$ cat config.mk
export PLATFORM = sky130hd
export DESIGN_NAME = cga_mic_incount_n
export DESIGN_NICKNAME = d
export VERILOG_FILES = /design/src/rtl/cga_mic_pkg.sv /design/src/rtl/cga_mic_incount_n.sv
export SDC_FILE = /design/constraint.sdc
export NUM_CORES = 1
export LEC_CHECK = 0
export CORE_AREA = 2 2 39 41
export DETAILED_ROUTE_END_ITERATION = 8
export DIE_AREA = 0 0 41 43
export PLACE_DENSITY = 0.4
export SLEW_MARGIN = 25
export SYNTH_ARGS = -nofsm -noshare
export SYNTH_HDL_FRONTEND = slang
export SYNTH_SLANG_ARGS = --single-unit
$ cat constraint.sdc
create_clock -name MCLK -period 1.2 [get_ports MCLK]
set_input_delay 0.12 -clock MCLK [delete_from_list [all_inputs] [get_ports MCLK]]
set_output_delay 0.12 -clock MCLK [all_outputs]
set_load 0.02 [all_outputs]
$ cat src/rtl/cga_mic_pkg.sv
// cga_mic_pkg: shared types and defaults for the MIC control-store address path.
//   cnt_dir_t  : count direction as seen on DN (0 = up, 1 = down)
//   CSWA_W     : default width of the control-store write-address counter
//   CSWA_MAXV  : default highest count value of that counter
package cga_mic_pkg;

  typedef enum logic {
    CNT_UP = 1'b0,
    CNT_DN = 1'b1
  } cnt_dir_t;

  localparam int CSWA_W    = 2;
  localparam int CSWA_MAXV = 3;

endpackage

$ cat src/rtl/cga_mic_incount_n.sv
// cga_mic_incount_n: loadable up/down counter for the MIC control-store write-address path.
// Counts 0..MAXV, either wrapping or saturating at the ends, with a combinational
// terminal-count look-ahead for cascading and a sticky wrap/saturate-hit flag.
// Ports:
//   MCLK   in   system clock, rising edge active
//   MRN    in   asynchronous active-low master reset
//   LWCAN  in   0 = load CD this clock, 1 = count mode
//   EC     in   count enable (count mode only)
//   DN     in   direction, 0 = up, 1 = down
//   CD     in   W-bit parallel load data, true polarity (clamped to MAXV)
//   CSWAN  out  current count, active-low
//   TCN    out  terminal count, active-low, combinational
//   WRAPF  out  sticky wrap/saturate-hit flag, cleared by load or reset
module cga_mic_incount_n
  import cga_mic_pkg::*;
#(
  parameter int W        = CSWA_W,
  parameter int MAXV     = (1 << W) - 1,
  parameter bit SATURATE = 1'b0
) (
  input  logic         MCLK,
  input  logic         MRN,
  input  logic         LWCAN,
  input  logic         EC,
  input  logic         DN,
  input  logic [W-1:0] CD,
  output logic [W-1:0] CSWAN,
  output logic         TCN,
  output logic         WRAPF
);

  localparam logic [W-1:0] MAX_V = W'(MAXV);

  // Out-of-range load data clamps to the top value rather than folding modulo.
  function automatic logic [W-1:0] clampLoad(input logic [W-1:0] d);
    return (d > MAX_V) ? MAX_V : d;
  endfunction

  logic [W-1:0] cnt;
  logic         wrapf;
  logic [W-1:0] cntNxt;
  logic         wrapNxt;
  logic         atEnd;
  cnt_dir_t     dir;

  assign dir = cnt_dir_t'(DN);

  // End of range in the current direction: the next enabled count wraps or saturates.
  assign atEnd = (dir == CNT_DN) ? (cnt == '0) : (cnt == MAX_V);

  always_comb begin
    cntNxt  = cnt;
    wrapNxt = wrapf;
    if (!LWCAN) begin
      cntNxt  = clampLoad(CD);
      wrapNxt = 1'b0;
    end else if (EC) begin
      if (atEnd) begin
        wrapNxt = 1'b1;
        // Saturating: cnt already sits on the end value, so holding it is the saturation.
        if (!SATURATE) begin
          cntNxt = (dir == CNT_DN) ? MAX_V : '0;
        end
      end else begin
        cntNxt = (dir == CNT_DN) ? (cnt - W'(1)) : (cnt + W'(1));
      end
    end
  end

  // State register: next-state mux output captured on MCLK, cleared at once on ~MRN
  always_ff @(posedge MCLK or negedge MRN) begin
    if (!MRN) begin
      cnt   <= '0;
      wrapf <= 1'b0;
    end else begin
      cnt   <= cntNxt;
      wrapf <= wrapNxt;
    end
  end

  // Output inversion and look-ahead. TCN is forced inactive while reset holds the
  // counter, so a cascaded stage never sees a spurious enable during reset.
  assign CSWAN = ~cnt;
  assign WRAPF = wrapf;
  assign TCN   = ~(MRN & LWCAN & EC & atEnd);

endmodule

==> flow_summary.json <==
{
  "reg2regPathDepth": 4,
  "total_leakage_power_nw": 0.191,
  "clock_sinks": 3,
  "synth-edff-count": 0,
  "post_synth_num_cell_types": 15,
  "floorplan.rows": 14,
  "rsz0062_at_grt": "yes",
  "utilization_after_layout": 0.293,
  "die_area_um2": 1760,
  "cell_int_power_uw": 327,
  "cts.htree.levels": 1,
  "netlist_top_cells_area": "sky130_fd_sc_hd__dfrtp_1 41%, sky130_fd_sc_hd__xnor2_1 9.5%, sky130_fd_sc_hd__inv_1 6.1%",
  "timing.final.crit_share": 1.07,
  "critical_path.reg2reg.startpoint": "cnt[0]$_DFFE_PN0P_",
  "share_comb_of_total_power": 0.346,
  "finalSetupViolCount": 2,
  "yosys_warning_total": 0,
  "area.growth.synth_to_final_pct": 120,
  "via_density": 3.82,
  "clock-skew-final_ps": 0.0602,
  "run_status": "complete, but fails checks",
  "drt_pass_1_iters": 2,
  "netlist_instances": 23,
  "tritoncts": "done",
  "core_region_area_um2": 1380,
  "power.ir.vdd_worst_mv": 0.459,
  "worst_setup_hold_path_clk_slew_ps": 40,
  "drt-initial-drc-count": 1,
  "placement.io_buffers": 10,
  "syn_area_um2": 184,
  "die_w_um": 41,
  "wl_per_cell_um": 11.1,
  "die-height_um": 43,
  "slew_viol_final": 0,
  "dp_hpwl_um": 440,
  "critical-path-slowest-cell": "sky130_fd_sc_hd__clkdlybuf4s50_1",
  "insertion_delay_of_the_later_clocked_pin_in_the_worst_skew_pair_ps": 230,
  "antenna_found_initial": 0,
  "setup.worst_path.end_class": "flip-flop",
  "period_needed_ps": 1280,
  "critPathArrivalTime_ps": 1420,
  "cap_viol_max_count": 0,
  "grt_start_max_net_pins": 6,
  "number_of_global_route_vias_before_repair": 232,
  "post-route-worst-setup-slack_ps": -82.0,
  "yosys.area.top_type_share": 0.408,
  "drt_drc": 0,
  "ys_seq_area_frac": 0.408,
  "num_io_pins": 11,
  "achievable-frequency_ghz": 0.780,
  "power_density_nw_per_um2": 1130,
  "dpl_worst_slack_ps": -376,
  "cp-start-kind": "input pin",
  "crit_fanout": 3,
  "async_reset_ff_frac": 1.00,
  "cp.buffers_inverters": 2,
  "tns_ps": -140,
  "crit_path_max_incr_delay_ps": 500,
  "global_route_wire_length_before_repair_um": 890,
  "sequentialPowerShare": 0.273,
  "postSynthNetCount": 30,
  "p_sw_frac": 0.288,
  "worst_slew_margin_relative_to_its_limit": 0.860,
  "finalNetCount": 53,
  "clk_path_buf_depth": 2,
  "detail_route.wirelength_um": 679,
  "max_slew.worst_pin.slew_ps": 210,
  "final_layout_size_suffix_gt1_frac": 0.422,
  "worstPathCellList": "clkdlybuf4s50_1 -> buf_4 -> xnor2_1 -> or3_1 -> a31oi_2",
  "cts_buffers": 3,
  "initial_core_util": 0.133,
  "power.share.clock": 0.382,
  "n_antenna_cell": 0,
  "synth_top_flop_cell": "sky130_fd_sc_hd__dfrtp_1",
  "yosys_top_cell_by_area": "sky130_fd_sc_hd__dfrtp_1",
  "net-switching-power_uw": 132,
  "clk_root_buffer_cell": "sky130_fd_sc_hd__clkbuf_4",
  "final_estimated_routing_congestion_in_global_placement": 0.712,
  "cp_depth": 5,
  "track_usage": 0.0796,
  "post-layout-total-power_uw": 459,
  "report.final.hold_viol_count": 0,
  "hold_buffers": 0,
  "regToRegSetupSlack_ps": -70,
  "r2r_end": "cnt[1]$_DFFE_PN0P_",
  "yosys-top-cells-count": "3 x sky130_fd_sc_hd__dfrtp_1, 3 x sky130_fd_sc_hd__inv_1",
  "avgSynthCellArea_um2": 8.00,
  "dr_total_vias": 233,
  "worst-endpoint-required_ps": 1340,
  "postRouteAntennaNets": 0,
  "yosys_register_bits": 3,
  "path_delay_family": "buffers and inverters",
  "globalRoute.totalOverflow": 0,
  "critical_setup_path_kind": "input pin to flip-flop",
  "worst_hold_path_type": "input pin to async pin",
  "violations": "negative setup slack"
}
==> cell families after synthesis <==
logic type,Yosys count,synth area share
AND/OR/NAND/NOR,9,0.238
flip-flops,3,0.408
AO/OA/AOI/OAI,5,0.170
buffers and inverters,4,0.0884
XOR/XNOR,2,0.0953
==> worst max path at each step <==
stage | startpoint | end | slack [ps]
6_report | DN | cnt[1]$_DFFE_PN0P_ | -80
5_1_grt | cnt[1]$_DFFE_PN0P_ | TCN | -180
4_1_cts | cnt[0]$_DFFE_PN0P_ | TCN | -80
3_5_place_dp | DN | TCN | -380
3_3_place_gp | DN | TCN | -370
2_1_floorplan | cnt[0]$_DFFE_PN0P_ | cnt[1]$_DFFE_PN0P_ | 80
==> per-stage QoR <==
step / hold WS (ps) / area (µm²) / instances
floorplan: -176 / 184 / 23
global placement: 434 / 359 / 56
detailed placement: 434 / 359 / 56
CTS: 186 / 375 / 60
global route: 210 / 405 / 61
finish: 203 / 405 / 61
==> metal layers <==
metal / track usage / vias up / part of all wire
li1: - / 121 / -
met1: 0.104 / 103 / 0.40
met2: 0.100 / 9 / 0.52
met3: 0.0314 / 0 / 0.082
met4: 0.0600 / 0 / 0
met5: 0 / - / 0
==> flip-flops by register name, indices dropped and copies added, names as in the netlist <==
register	cells
cnt	2
WRAPF	1
==> cell usage in the layout, fill, tap and decap left out <==
master / netlist / final
sky130_fd_sc_hd__buf_4: 0 / 9
sky130_fd_sc_hd__a21oi_1: 1 / 1
sky130_fd_sc_hd__nor2_1: 2 / 2
sky130_fd_sc_hd__clkdlybuf4s50_1: 0 / 6
sky130_fd_sc_hd__nor3_1: 2 / 2
sky130_fd_sc_hd__buf_6: 0 / 1
sky130_fd_sc_hd__nand4_1: 1 / 1
sky130_fd_sc_hd__a31oi_2: 0 / 1
sky130_fd_sc_hd__nand2_1: 2 / 1
sky130_fd_sc_hd__inv_1: 3 / 3
sky130_fd_sc_hd__xnor2_1: 2 / 2
sky130_fd_sc_hd__or3_1: 1 / 1
sky130_fd_sc_hd__dfrtp_1: 3 / 3
sky130_fd_sc_hd__o21ai_0: 1 / 1
sky130_fd_sc_hd__clkbuf_1: 0 / 1
sky130_fd_sc_hd__buf_2: 1 / 2
sky130_fd_sc_hd__clkbuf_4: 0 / 3
sky130_fd_sc_hd__o22ai_2: 0 / 1
sky130_fd_sc_hd__nand2b_4: 0 / 1
sky130_fd_sc_hd__dlygate4sd2_1: 0 / 1
sky130_fd_sc_hd__nand2_2: 0 / 1
sky130_fd_sc_hd__o31a_1: 1 / 1
==> power groups by stage <==
| stage | sequential [mW] | combinational, mW | clock (mW) |
|---|---|---|---|
| after global placement | 0.123 | 0.148 | 0 |
| after global routing | 0.127 | 0.174 | 0.201 |
| after CTS | 0.123 | 0.141 | 0.186 |
| after detailed placement | 0.124 | 0.148 | 0 |
| final | 0.125 | 0.159 | 0.175 |
| after floorplan | 0.124 | 0.0582 | 0 |
==> cell type report <==
type	instances	area, µm²
multi-input combinational	16	115
timing repair buffer	19	158
clock buffer	4	26.3
inverter	3	11.3
sequential	3	75.1
fill	164	978
tap	16	20.0
==> what timing repair did <==
item	in CTS	in global routing
pin swaps	1	3
endpoints found under the setup margin	5	3
gates resized for setup	12	7
setup buffers	0	1
(Power assumes the default switching activity.)
